$ cat src/rtl/proc_pkg.sv
// Shared definitions for the 16-bit processor datapath.
//   DATA_W       : datapath width
//   SEL_A/SEL_B  : demux select encodings
//   slot_state_e : state of a 1-entry holding slot
package proc_pkg;

  localparam int unsigned DATA_W = 16;

  localparam logic SEL_A = 1'b0;
  localparam logic SEL_B = 1'b1;

  typedef enum logic {
    SlotEmpty = 1'b0,
    SlotFull  = 1'b1
  } slot_state_e;

endpackage

$ cat src/rtl/demux_1x2_pipe_if.sv
// Handshake bundle of the 1-to-2 demux: one producer channel and two consumer channels.
//   master : producer/consumer side (drives in_*, a_ready, b_ready)
//   slave  : demux side (drives in_ready, a_valid/a_data, b_valid/b_data)
interface demux_1x2_pipe_if
  import proc_pkg::*;
#(
  parameter int unsigned WIDTH = DATA_W
) ();

  logic             in_valid;
  logic             in_ready;
  logic             in_sel;
  logic [WIDTH-1:0] in_data;

  logic             a_valid;
  logic             a_ready;
  logic [WIDTH-1:0] a_data;

  logic             b_valid;
  logic             b_ready;
  logic [WIDTH-1:0] b_data;

  modport master (
    output in_valid, in_sel, in_data, a_ready, b_ready,
    input  in_ready, a_valid, a_data, b_valid, b_data
  );

  modport slave (
    input  in_valid, in_sel, in_data, a_ready, b_ready,
    output in_ready, a_valid, a_data, b_valid, b_data
  );

endinterface

$ cat src/rtl/demux_out_slot.sv
// One-entry output holding slot with valid/ready drain.
//   clk, rst  : clock, asynchronous active-high reset
//   load      : write load_data into the slot this cycle (caller guarantees the slot is
//               empty or draining in the same cycle)
//   load_data : word to capture
//   ready     : downstream consumer takes the held word
//   valid     : slot holds a word
//   data      : held word (registered)
module demux_out_slot
  import proc_pkg::*;
#(
  parameter int unsigned WIDTH = DATA_W
) (
  input  logic             clk,
  input  logic             rst,
  input  logic             load,
  input  logic [WIDTH-1:0] load_data,
  input  logic             ready,
  output logic             valid,
  output logic [WIDTH-1:0] data
);

  slot_state_e state;

  always_ff @(posedge clk or posedge rst) begin
    if (rst) begin
      state <= SlotEmpty;
      data  <= '0;
    end else begin
      unique case (state)
        SlotEmpty: begin
          if (load) begin
            state <= SlotFull;
            data  <= load_data;
          end
        end
        SlotFull: begin
          // A load while full is only possible when the held word drains this cycle,
          // so the slot stays full with the new word (no bubble).
          if (load) begin
            data <= load_data;
          end else if (ready) begin
            state <= SlotEmpty;
          end
        end
      endcase
    end
  end

  assign valid = (state == SlotFull);

endmodule

$ cat src/rtl/demux_1x2_pipe.sv
// Registered 1-to-2 data demultiplexer with valid/ready handshake on every channel.
// in_sel steers each accepted word into the output A or B slot; each slot holds one word.
//   clk, rst : clock, asynchronous active-high reset
//   bus      : handshake bundle (slave side), see demux_1x2_pipe_if
//   cnt_clr  : synchronous clear of both transfer counters
//   a_cnt    : words delivered on A
//   b_cnt    : words delivered on B
// Optional feature: define DEMUX_CNT_EN to build the per-output transfer counters; otherwise
// a_cnt/b_cnt are tied to 0 and cnt_clr is ignored.
module demux_1x2_pipe
  import proc_pkg::*;
#(
  parameter int unsigned WIDTH = DATA_W,
  parameter int unsigned CNT_W = 16
) (
  input  logic                clk,
  input  logic                rst,
  demux_1x2_pipe_if.slave     bus,
  input  logic                cnt_clr,
  output logic [CNT_W-1:0]    a_cnt,
  output logic [CNT_W-1:0]    b_cnt
);

  logic             fire_in;
  logic             load_a;
  logic             load_b;
  logic             a_valid;
  logic             b_valid;
  logic [WIDTH-1:0] a_data;
  logic [WIDTH-1:0] b_data;

  // Ready depends only on the selected slot and its consumer, never on in_valid.
  assign bus.in_ready = (bus.in_sel == SEL_B) ? (!b_valid || bus.b_ready)
                                              : (!a_valid || bus.a_ready);

  assign fire_in = bus.in_valid && bus.in_ready;
  assign load_a  = fire_in && (bus.in_sel == SEL_A);
  assign load_b  = fire_in && (bus.in_sel == SEL_B);

  demux_out_slot #(
    .WIDTH (WIDTH)
  ) u_slot_a (
    .clk       (clk),
    .rst       (rst),
    .load      (load_a),
    .load_data (bus.in_data),
    .ready     (bus.a_ready),
    .valid     (a_valid),
    .data      (a_data)
  );

  demux_out_slot #(
    .WIDTH (WIDTH)
  ) u_slot_b (
    .clk       (clk),
    .rst       (rst),
    .load      (load_b),
    .load_data (bus.in_data),
    .ready     (bus.b_ready),
    .valid     (b_valid),
    .data      (b_data)
  );

  assign bus.a_valid = a_valid;
  assign bus.a_data  = a_data;
  assign bus.b_valid = b_valid;
  assign bus.b_data  = b_data;

`ifdef DEMUX_CNT_EN
  logic             drain_a;
  logic             drain_b;
  logic [CNT_W-1:0] a_cnt_q;
  logic [CNT_W-1:0] b_cnt_q;

  assign drain_a = a_valid && bus.a_ready;
  assign drain_b = b_valid && bus.b_ready;

  // Clear wins over a same-cycle increment; increments wrap naturally.
  always_ff @(posedge clk or posedge rst) begin
    if (rst) begin
      a_cnt_q <= '0;
      b_cnt_q <= '0;
    end else if (cnt_clr) begin
      a_cnt_q <= '0;
      b_cnt_q <= '0;
    end else begin
      if (drain_a) a_cnt_q <= a_cnt_q + 1'b1;
      if (drain_b) b_cnt_q <= b_cnt_q + 1'b1;
    end
  end

  assign a_cnt = a_cnt_q;
  assign b_cnt = b_cnt_q;
`else
  logic unused_cnt_clr;
  assign unused_cnt_clr = cnt_clr;
  assign a_cnt = '0;
  assign b_cnt = '0;
`endif

endmodule
$ cat src/flat_wrapper.sv
// flat-port wrapper written by rule: the top's interface ports become plain ports
module demux_1x2_pipe_flat import proc_pkg::*;
#(
  parameter int unsigned WIDTH = DATA_W,
  parameter int unsigned CNT_W = 16
)
  (clk, rst, cnt_clr, a_cnt, b_cnt, bus_in_valid, bus_in_sel, bus_in_data, bus_a_ready, bus_b_ready, bus_in_ready, bus_a_valid, bus_a_data, bus_b_valid, bus_b_data);
  demux_1x2_pipe_if #(.WIDTH(WIDTH)) bus_i ();
  input  logic clk;
  input  logic rst;
  input  logic cnt_clr;
  output logic [CNT_W-1:0] a_cnt;
  output logic [CNT_W-1:0] b_cnt;
  input wire logic [$bits(bus_i.in_valid)-1:0] bus_in_valid;
  input wire logic [$bits(bus_i.in_sel)-1:0] bus_in_sel;
  input wire logic [$bits(bus_i.in_data)-1:0] bus_in_data;
  input wire logic [$bits(bus_i.a_ready)-1:0] bus_a_ready;
  input wire logic [$bits(bus_i.b_ready)-1:0] bus_b_ready;
  output wire logic [$bits(bus_i.in_ready)-1:0] bus_in_ready;
  output wire logic [$bits(bus_i.a_valid)-1:0] bus_a_valid;
  output wire logic [$bits(bus_i.a_data)-1:0] bus_a_data;
  output wire logic [$bits(bus_i.b_valid)-1:0] bus_b_valid;
  output wire logic [$bits(bus_i.b_data)-1:0] bus_b_data;
  assign bus_i.in_valid = bus_in_valid;
  assign bus_i.in_sel = bus_in_sel;
  assign bus_i.in_data = bus_in_data;
  assign bus_i.a_ready = bus_a_ready;
  assign bus_i.b_ready = bus_b_ready;
  assign bus_in_ready = bus_i.in_ready;
  assign bus_a_valid = bus_i.a_valid;
  assign bus_a_data = bus_i.a_data;
  assign bus_b_valid = bus_i.b_valid;
  assign bus_b_data = bus_i.b_data;
  demux_1x2_pipe #(.WIDTH(WIDTH), .CNT_W(CNT_W)) u_core (.clk(clk), .rst(rst), .bus(bus_i), .cnt_clr(cnt_clr), .a_cnt(a_cnt), .b_cnt(b_cnt));
endmodule
$ cat config.mk
export PLATFORM = sky130hd
export DESIGN_NAME = demux_1x2_pipe_flat
export DESIGN_NICKNAME = d
export VERILOG_FILES = /design/src/rtl/proc_pkg.sv /design/src/rtl/demux_1x2_pipe_if.sv /design/src/rtl/demux_out_slot.sv /design/src/rtl/demux_1x2_pipe.sv /design/src/flat_wrapper.sv
export SDC_FILE = /design/constraint.sdc
export NUM_CORES = 1
export LEC_CHECK = 0
export CAP_MARGIN = 5
export CORE_ASPECT_RATIO = 0.8
export CORE_MARGIN = 4
export CORE_UTILIZATION = 38
export DETAILED_ROUTE_END_ITERATION = 6
export PLACE_DENSITY = 0.87
export SLEW_MARGIN = 25
export SYNTH_ARGS = -nofsm -noshare
export SYNTH_HDL_FRONTEND = slang
export SYNTH_SLANG_ARGS = --single-unit
$ cat constraint.sdc
create_clock -name clk -period 1.5 [get_ports clk]
set_input_delay 0.15 -clock clk [delete_from_list [all_inputs] [get_ports clk]]
set_output_delay 0.15 -clock clk [all_outputs]
set_load 0.03 [all_outputs]
After elaboration in Yosys (flattened, before gate mapping)
Index checks and enable logic that the tools add are counted.
{ "word_totals": {"ramBits": 0, "register_bits": 34, "out_inout_bits": 67, "n_memories": 0, "romBits": 0, "latch_bits": 0} }
{ "op_classes": {"n_reduce_logical": 7, "muxes": 11, "n_addsub": 0, "n_shift": 0, "n_div": 0, "magnitude_cmp": 0, "bitwise_logic": 3, "eq_ne": 0, "multipliers": 0} }
{ "ops": {"columns": ["operator", "count"], "rows": [
  ["16-bit two-way mux", 2],
  ["1-bit two-way mux", 7],
  ["1-bit case mux with 2 select lines", 2],
  ["1-bit logical AND", 3],
  ["1-bit inverter", 3],
  ["1-bit zero test", 2],
  ["1-bit logical OR", 2]
]} }

Depth between registers and ports, before layout
{ "depth": {"word_depth": 7, "depth_mapped": 4, "depth_no_buf": 3} }

By module
From an unflattened synthesis, not the netlist that was laid out.
{ "unflattened": {"cells_unflattened": 116, "area_unflattened_um2": 1662.8} }
{ "by_module_without_submodules": {"columns": ["module", "area_each_um2", "n_inst", "cells_each"], "rows": [
  ["demux_out_slot", 686.9, 2, 38],
  ["demux_1x2_pipe", 289.0, 1, 40]
]} }

Worst setup path after synthesis
No wires, ideal clock.
{ "synth_path": {"path_kind": "register -> register", "start": "reg u_core.u_slot_b.state, in the netlist u_core.u_slot_b.valid", "end": "reg u_core.u_slot_b.data[0]", "setup_time_ns": 0.125, "setup_slack_ns": 0.067, "arrival_ns": 1.308, "n_path_buf": 1, "period_less_slack_ns": 1.433, "path_stages_with_launch": 5, "t_required_ns": 1.375, "cell_sequence": "dfrtp_1 nor2b_4 nor2_4 buf_12 mux2_4"} }
{ "synth_between": {"elab_chain_cells": 5} }
{ "synth_lines": {"columns": ["element", "line_no", "text"], "rows": [
  ["start, declared", "demux_out_slot.sv:23", "slot_state_e state;"],
  ["start signal, assigned", "demux_out_slot.sv:27", "state <= SlotEmpty;"],
  ["start signal, assigned", "demux_out_slot.sv:33", "state <= SlotFull;"],
  ["start signal, assigned", "demux_out_slot.sv:43", "state <= SlotEmpty;"],
  ["1-bit zero test", "demux_1x2_pipe.sv:33", "assign bus.in_ready = (bus.in_sel == SEL_B) ? (!b_valid || bus.b_ready)"],
  ["1-bit logical OR", "demux_1x2_pipe.sv:33", null],
  ["1-bit two-way mux", "demux_1x2_pipe.sv:33", null],
  ["1-bit logical AND", "demux_1x2_pipe.sv:36", "assign fire_in = bus.in_valid && bus.in_ready;"],
  ["1-bit logical AND", "demux_1x2_pipe.sv:38", "assign load_b = fire_in && (bus.in_sel == SEL_B);"],
  ["end signal, assigned", "demux_out_slot.sv:34", "data <= load_data;"],
  ["end signal, assigned", "demux_out_slot.sv:41", "data <= load_data;"],
  ["end, declared", "demux_out_slot.sv:20", "output logic [WIDTH-1:0] data"]
]} }
Every way passes these cells.
A chain may end at the register's enable or synchronous reset.

Final worst setup path
{ "layout_path": {"start": "reg u_core.u_slot_b.state, in the netlist u_core.u_slot_b.valid", "end": "out bus_b_valid"} }
{ "layout_rtl": {"columns": ["element", "line_no", "text"], "rows": [
  ["end, declared", "flat_wrapper.sv:22", "output wire logic [$bits(bus_i.b_valid)-1:0] bus_b_valid;"]
]} }
No word-level cell between the ends.

==> impl_metrics.csv <==
group,metric,value,unit
outcome,outcome,"finished clean",
cells_and_area,drive_gt1_share,27.7,%
die,dieHeight,66.3,um
clocking,clock_sinks,34,
sta,fin_tns_setup,0,ns
logic_synthesis,syn_area,0.00161,mm^2
sta,slew_viol_final,0,
power_and_ir_drop,switching_share,34.2,%
power_and_ir_drop,p_switching,1.00,mW
routing,viasPerCell,4.03,
cells_and_area,insertedDiodeCount,0,
worst_setup_path,start_kind,"register",
routing,finalWirelength,3.07,mm
logic_synthesis,synthArstFlopShare,100,%
cells_and_area,finalNonFillerCells,232,
clocking,clkSlewWorstSetupHoldPaths,0.07,ns
die,start_util,40.8,%
logic_synthesis,ys_warn_count,0,
sta,min_period_over_period,96.7,%
routing,wl_per_cell,13.2,um
power_and_ir_drop,pwr-share-clk,23.0,%
die,die_w,80.8,um
worst_setup_path,path_delay_family,"buffers and inverters",
worst_setup_path,path_buf_inv,1,
logic_synthesis,yosysTopAreaCell,"dfrtp_1",
clocking,cts_buffers,5,
sta,finalWorstSetupSlack,0.0496,ns
clocking,htreeDepth,2,
global_routing,grt_max_degree,35,
worst_setup_path,end_kind,"output port",
die,core,0.00395,mm^2
global_routing,grt_pass1_vias,1006,
clocking,clock_tree.buffer_depth,2,
power_and_ir_drop,leakagePower,1.18,nW
sta,hold_viol,0,
logic_synthesis,avgSynthCellArea,14.4,um^2
sta,grt_setup_unrepaired,"no",
logic_synthesis,syn_inst,112,
logic_synthesis,ys_types,17,
worst_setup_path,crit_path_max_incr_delay,0.67,ns
logic_synthesis,synth.area.top_cells,"dfrtp_1, mux2_2, buf_4",
global_routing,grt_pass1_wl,4.73,mm
cells_and_area,area_delta_synth_final,39.6,%
place,gp_routability_congestion,0.749,
worst_setup_path,cp_max_fo,2,
logic_synthesis,ys_ff_latch,34,
logic_synthesis,synth.most_common_cell,"dfrtp_1",
routing,final_antenna_net_count,0,
logic_synthesis,yosys-top-cells-count,"dfrtp_1, buf_4, mux2_2",
place,place_area,0.00211,mm^2
clocking,cts_tree,"done",
sta,final-setup-viol-count,0,
power_and_ir_drop,vdd_ir_drop_max,0.692,mV
power_and_ir_drop,comb_power_share,37.5,%
global_routing,grt_overflow,0,
logic_synthesis,synth.yosys.seq_area_share,52.8,%
routing,drc,0,
power_and_ir_drop,power_density,1300,mW/mm^2
global_routing,grt_util_all_layers,11.9,%
place,placed_cells,224,
routing,dr.pass1.iters,2,
sta,fin_worst_skew,0.00455,ns
worst_setup_path,crit_path_top_delay_cell,"clkdlybuf4s50_1",
worst_hold_path,min_path_type,"input port to async pin",
routing,drtIter0Drc,25,
routing,vias,936,
worst_setup_path,critPathArrivalTime,1.30,ns
place,portBuffers,56,
die,num_io_pins,90,
global_routing,grt_antenna_before_repair,0,
worst_setup_path,crit_type,"register to output port",
clocking,root_buffer,"clkbuf_8",
die,core.rowCount,20,
place,post-place-ws,-0.0701,ns
die,die_area,0.00536,mm^2
cells_and_area,finish.utilization,56.9,%
logic_synthesis,synth_top_area_share,52.8,%
power_and_ir_drop,internal-power,1.93,mW
worst_setup_path,worstPathCellList,"clkdlybuf4s50_1",
cells_and_area,fin_area,0.00225,mm^2
run,drv_cap,0,
sta,period_needed,1.45,ns
power_and_ir_drop,seqPwrFrac,39.5,%
sta,fmax,0.689,GHz
logic_synthesis,synth_ff_type,"dfrtp_1",
logic_synthesis,synth_edf_count,0,
place,place_hpwl,2.38,mm
clocking,clock_latency,0.27,ns
cells_and_area,finalNetCount,199,
worst_setup_path,critPathRequiredTime,1.35,ns
==> flip-flops by register name, indices dropped and copies added (netlist names) <==
register	count
u_core.u_slot_a.data	16
u_core.u_slot_b.data	16
u_core.u_slot_a.valid	1
u_core.u_slot_b.valid	1
==> cell type report <==
class	count	area [um^2]
Tap cell	55	68.8
Sequential cell	34	851
Clock buffer	7	86.3
Timing Repair Buffer	60	633
Clock inverter	1	5.00
Inverter	2	7.51
Fill cell	343	1700
Multi-Input combinational cell	73	599
==> placed cells by master, fill, tap and decap left out <==
cell and n:
a21oi_1 1, buf_4 5, clkbuf_1 1, clkbuf_8 6
clkdlybuf4s50_1 37, clkinv_2 1, conb_1 32, dfrtp_1 34
dlymetal6s2s_1 18, inv_1 2, mux2_2 22, mux2_4 10
nand2_2 1, nand2b_2 1, nand3b_4 1, nor2_1 1
nor2_4 1, nor2b_4 1, o21ai_0 1, or2b_1 1
==> cells by family (layout without fill, tap and decap cells) <==
kind of cell,after synthesis,in the layout,synth area share (%)
buffers and inverters,36,70,17.3
DFF,34,34,52.8
muxes,32,32,24.7
and+or+nand+nor,7,7,4.42
AOI/OAI and AO/OA,2,2,0.620
other,1,32,0.233
==> layer usage <==
layer	vias up	GRT usage [%]	wire (um)	share of wire, %
li1	434	-	-	-
met1	452	12.8	1080	35
met2	47	19.8	1570	51
met3	3	7.36	405	13
met4	0	3.16	14	0.46
met5	-	0	0	0
==> power groups by stage <==
| stage | clock network [mW] | registers (mW) | logic [mW] |
|---|---|---|---|
| CTS | 0.702 | 1.16 | 1.12 |
| detailed placement | 0 | 1.18 | 1.12 |
| floorplan | 0 | 1.50 | 0.408 |
| global route | 0.757 | 1.18 | 1.15 |
| global placement | 0 | 1.17 | 1.10 |
| finish | 0.672 | 1.16 | 1.10 |
==> final timing paths <==
path | cells after the start | from | slack [ns] | end
min | 3 | rst | 0.27 | u_core.u_slot_b.data[7]$_DFFE_PP0P_
max | 1 | u_core.u_slot_b.valid$_DFF_PP0_ | 0.05 | bus_b_valid
min in group clk | 1 | u_core.u_slot_a.data[15]$_DFFE_PP0P_ | 0.50 | u_core.u_slot_a.data[15]$_DFFE_PP0P_
max reg2reg | 4 | u_core.u_slot_b.valid$_DFF_PP0_ | 0.24 | u_core.u_slot_b.data[7]$_DFFE_PP0P_
min reg2reg | 1 | u_core.u_slot_a.data[15]$_DFFE_PP0P_ | 0.50 | u_core.u_slot_a.data[15]$_DFFE_PP0P_
max in group asynchronous | 3 | rst | 0.92 | u_core.u_slot_b.data[12]$_DFFE_PP0P_
==> per-stage QoR <==
stage	total power, mW	hold slack [ns]
after CTS	2.99	0.281
after detailed placement	2.30	0.491
after global routing	3.09	0.323
after global placement	2.28	0.487
final	2.93	0.271
after floorplan	1.91	0.246
==> what timing repair did <==
action                     4_1_cts  5_1_grt
setup endpoints to repair        0       18
hold buffers                     0        0
setup buffers                    0        0
gates resized for setup          0       18
Note: power is estimated with default switching activity, not from simulation.
